[src/rtl/switch_debouncer.sv]
// Slide-switch conditioner: two-flop synchronizer plus per-bit persistence filter and a change strobe.
// Define SWITCH_DEBOUNCE_EDGE_EN to add per-bit RisingEdges/FallingEdges pulses alongside Changed.

module switch_debouncer_lane #(
    parameter int   CYCLES  = 8,
    parameter int   CW      = 3,
    parameter logic RST_VAL = 1'b0
) (
    input  logic clk,
    input  logic rst_n,
    input  logic raw_i,
    output logic deb_o,
    output logic upd_o
);
    localparam logic [CW-1:0] CNT_MAX = CW'(CYCLES - 1);

    logic          sync1_q, sync2_q;
    logic          deb_q, deb_d;
    logic [CW-1:0] cnt_q, cnt_d;

    // Any sample that matches the current output clears the count, so only an
    // unbroken run of CYCLES differing samples moves the output.
    always_comb begin
        cnt_d = '0;
        deb_d = deb_q;
        upd_o = 1'b0;
        if (sync2_q != deb_q) begin
            if (cnt_q == CNT_MAX) begin
                deb_d = sync2_q;
                upd_o = 1'b1;
            end else begin
                cnt_d = cnt_q + CW'(1);
            end
        end
    end

    always_ff @(posedge clk or negedge rst_n) begin
        if (!rst_n) begin
            sync1_q <= RST_VAL;
            sync2_q <= RST_VAL;
            deb_q   <= RST_VAL;
            cnt_q   <= '0;
        end else begin
            sync1_q <= raw_i;
            sync2_q <= sync1_q;
            deb_q   <= deb_d;
            cnt_q   <= cnt_d;
        end
    end

    assign deb_o = deb_q;
endmodule

module switch_debouncer #(
    parameter int                      NUM_SWITCHES    = 16,
    parameter int                      DEBOUNCE_CYCLES = 1000000,
    parameter logic [NUM_SWITCHES-1:0] RESET_VALUE     = '0
) (
    input  logic                    SYSCLK,
    input  logic                    RST,
    input  logic [NUM_SWITCHES-1:0] Switches,
    output logic [NUM_SWITCHES-1:0] DebouncedSwitches,
    output logic                    Changed
`ifdef SWITCH_DEBOUNCE_EDGE_EN
    ,
    output logic [NUM_SWITCHES-1:0] RisingEdges,
    output logic [NUM_SWITCHES-1:0] FallingEdges
`endif
);
    localparam int CW = (DEBOUNCE_CYCLES > 1) ? $clog2(DEBOUNCE_CYCLES) : 1;

    logic [NUM_SWITCHES-1:0] upd;
    logic                    changed_q;

    for (genvar i = 0; i < NUM_SWITCHES; i++) begin : g_lane
        switch_debouncer_lane #(
            .CYCLES (DEBOUNCE_CYCLES),
            .CW     (CW),
            .RST_VAL(RESET_VALUE[i])
        ) u_lane (
            .clk  (SYSCLK),
            .rst_n(RST),
            .raw_i(Switches[i]),
            .deb_o(DebouncedSwitches[i]),
            .upd_o(upd[i])
        );
    end

    always_ff @(posedge SYSCLK or negedge RST) begin
        if (!RST) changed_q <= 1'b0;
        else      changed_q <= |upd;
    end

    assign Changed = changed_q;

`ifdef SWITCH_DEBOUNCE_EDGE_EN
    logic [NUM_SWITCHES-1:0] rise_q, fall_q;

    // An update always flips the bit, so the old level gives the direction.
    always_ff @(posedge SYSCLK or negedge RST) begin
        if (!RST) begin
            rise_q <= '0;
            fall_q <= '0;
        end else begin
            rise_q <= upd & ~DebouncedSwitches;
            fall_q <= upd &  DebouncedSwitches;
        end
    end

    assign RisingEdges  = rise_q;
    assign FallingEdges = fall_q;
`endif
endmodule

[config.mk]
export PLATFORM = sky130hd
export DESIGN_NAME = switch_debouncer
export DESIGN_NICKNAME = d
export VERILOG_FILES = /design/src/rtl/switch_debouncer.sv
export SDC_FILE = /design/constraint.sdc
export NUM_CORES = 1
export LEC_CHECK = 0
export CAP_MARGIN = 20
export CORE_ASPECT_RATIO = 1.25
export CORE_MARGIN = 2
export CORE_UTILIZATION = 61
export DETAILED_ROUTE_END_ITERATION = 16
export PLACE_DENSITY_LB_ADDON = 0.25
export RECOVER_POWER = 50
export SYNTH_ARGS = -nofsm -noshare
export SYNTH_HDL_FRONTEND = slang
export SYNTH_HIERARCHICAL = 1
export SYNTH_SLANG_ARGS = --single-unit
[constraint.sdc]
create_clock -name SYSCLK -period 3.04 [get_ports SYSCLK]
set_input_delay 0.608 -clock SYSCLK [delete_from_list [all_inputs] [get_ports SYSCLK]]
set_output_delay 0.608 -clock SYSCLK [all_outputs]
set_load 0.005 [all_outputs]
==> reports/qor.yml <==
power_density_mw_per_mm2: 511
slew-limit-headroom: 0.0350
io_pins: 35
final_hold_viol_count: 0
core_area_sq_mm: 0.0291
cts_setup_buffers: 0
worstPathArrival_ns: 2.63
grt_max_degree: 85
vias: 12596
grt_overflow: 0
critPathCaptureType: "flop"
crit_path_max_fanout: 5
tightest_slew_ns: 1.45
cpMaxStageDelayCell: "nor4_1"
firstDrtPassIters: 5
grtUsageMet2: 0.382
synth_edf_count: 0
outcome: "finished clean"
power.total_mw: 9.94
netSwitchingPower_mw: 2.14
internal-power_mw: 7.80
start_util: 0.616
vdd_ir_drop_max_mv: 0.834
crit_chain: "ha_1 -> and2_1 -> and2_1 -> nand3_2 -> nor2_1 -> nor4_1 -> nand4_1"
cts-resized-gates: 0
p_leak_nw: 8.13
track_usage: 0.220
synthFlopType: "dfrtp_1"
drive_above_1_share: 0.0835
max_stage_delay_ns: 0.78
routedWlPerCell_um: 15.0
netlist_instances: 1734
drc_errors: 0
ys_ff_latch: 369
final_nets: 1768
antennaDiodeCount: 0
grtUsageMet1: 0.284
rows: 70
setup_viol: 0
yosysTopAreaCell: "dfrtp_1"
fmax_ghz: 0.439
syn_avg_cell_area_sq_um: 10.3
grt_first_pass_wirelength_um: 57100
finClkSkew_ns: 0.0140
combPwrFrac: 0.031
seq_area_frac_synth: 0.515
syn_to_final_growth_pct: 8.63
dpl_cell_area_sq_mm: 0.0183
period_needed_ns: 2.28
rsz0062_at_grt: "false"
p_seq_frac: 0.506
required_ns: 3.39
hold_buffers: 0
grt.met3_usage: 0.0346
top_usage_layer: "met2"
switching_share: 0.215
synth_area_leaders: "dfrtp_1, xnor2_1, nor2_1"
port_buffers: 34
via_per_inst: 5.84
cp_common_cell: "and2_1"
ant_nets: 0
clockRootBuffer: "clkbuf_16"
syn_nets: 1768
drt-initial-drc-count: 674
antenna_found_initial: 0
clock_latency_ns: 0.52
slew_violations: 0
syn_area_sq_mm: 0.0179
cts_tree: "built"
grt_pass1_vias: 12670
clkTransAtPathRegs_ns: 0.06
crit_path_start_kind: "flop"
dieWidth_um: 157
clock-sinks: 369
yosysWarnings: 6
cts_buffer_depth: 3
h-tree-depth: 2
ys_async_sr_fraction: 1.00
numCtsBuffers: 38
stdcell_area_sq_mm: 0.0195
critPathKind: "reg2reg"
place.gp.congestion: 0.796
hold_path.class: "reg2reg"
synth_top_area_share: 0.515
place_hpwl_um: 21500
clkPwrFrac: 0.463
fin_setup_tns_ns: 0
die-area_sq_mm: 0.0308
fin_crit_sh: 0.750
max-cap-violations: 0
die_y_um: 196
wl_um: 32500
synthDistinctLibCells: 27
[path summary, 6_finish.rpt]
| check | from | endpoint | slack (ns) | cells after the start |
|---|---|---|---|---|
| max | g_lane[12].u_lane/cnt_q[0] | Changed | 0.76 | 7 |
| min | g_lane[5].u_lane/sync1_q | g_lane[5].u_lane/sync2_q | 0.35 | 0 |
| max reg2reg | g_lane[12].u_lane/cnt_q[0] | Changed | 0.76 | 7 |
| min reg2reg | g_lane[5].u_lane/sync1_q | g_lane[5].u_lane/sync2_q | 0.35 | 0 |
| max in group asynchronous | RST | g_lane[11].u_lane/cnt_q[16] | 0.93 | 2 |
| min in group asynchronous | RST | g_lane[12].u_lane/cnt_q[17] | 0.44 | 1 |
[power by group through the flow]
stage / registers, mW / clock network [mW] / logic, mW
after floorplan: 5.11 / 0 / 0.195
after global placement: 5.12 / 0 / 0.311
after detailed placement: 5.12 / 0 / 0.320
after CTS: 5.03 / 4.73 / 0.324
after global routing: 5.04 / 4.94 / 0.356
final: 5.03 / 4.60 / 0.304
[cells in the final DEF (no fill, tap or decap), types with 17 or more instances in the layout]
| master | Yosys | layout |
|---|---|---|
| dfrtp_1 | 369 | 369 |
| nor2_1 | 208 | 208 |
| a21oi_1 | 128 | 128 |
| xnor2_1 | 96 | 96 |
| nand4_1 | 81 | 81 |
| o21ai_0 | 80 | 80 |
| or3_1 | 80 | 80 |
| xor2_1 | 80 | 80 |
| nand2_1 | 64 | 64 |
| and3_1 | 64 | 64 |
| inv_1 | 64 | 64 |
| or4_1 | 64 | 64 |
| nand3_1 | 64 | 64 |
| and2_1 | 48 | 48 |
| o31ai_1 | 48 | 48 |
| clkbuf_16 | 0 | 39 |
| clkdlybuf4s50_1 | 0 | 17 |
[cell type report]
type / count / area [sq um]
Fill cell: 2193 / 9620
Sequential cell: 369 / 9230
Multi-Input combinational cell: 1221 / 7860
Clock buffer: 51 / 1070
Tap cell: 396 / 495
Timing Repair Buffer: 40 / 398
Inverter: 64 / 240
Clock inverter: 16 / 161
[state kept, by name, indices dropped and copies added, names as in the netlist]
signal and cells:
Changed 1, g_lane.u_lane/cnt_q 320, g_lane.u_lane/deb_o 16, g_lane.u_lane/sync1_q 16
g_lane.u_lane/sync2_q 16
[Yosys cell counts (all sizes together) (64+ instances only)]
master	n
nand4	81
inv	64
xor2	80
or3	80
and3	64
dfrtp	369
or4	80
nand3	80
a21oi	128
xnor2	96
nand2	64
o21ai	80
nor2	208
[metal layers]
layer,routed length [um],up-vias
met3,943,51
met4,691,0
met1,14400,6301
met2,16500,136
met5,0,-
li1,-,6108
[per-stage QoR]
| step | hold slack [ns] | util | std cells | setup WS, ns |
|---|---|---|---|---|
| floorplan | 0.312 | - | 1734 | 1.30 |
| global placement | 0.334 | 0.628 | 2090 | 0.850 |
| detailed placement | 0.336 | 0.628 | 2090 | 0.784 |
| CTS | 0.0236 | 0.670 | 2157 | 0.803 |
| global route | 0.347 | 0.669 | 2157 | 0.494 |
| finish | 0.347 | 0.669 | 2157 | 0.761 |
[worst max-delay path: cells and delay by family (launching register included)]
family / cells / cell delay (ns)
simple gates: 6 / 1.48
fa+ha+maj: 1 / 0.24
flops: 1 / 0.40
[cells by family after synthesis]
logic type / share of synthesized area
AO/OA/AOI/OAI: 0.0861
XOR/XNOR: 0.0861
adder cells (fa/ha/maj): 0.0112
buffers and inverters: 0.0458
flip-flops: 0.515
multiplexers: 0.0134
AND/OR/NAND/NOR: 0.242
Power figures use the tool's default switching activity.
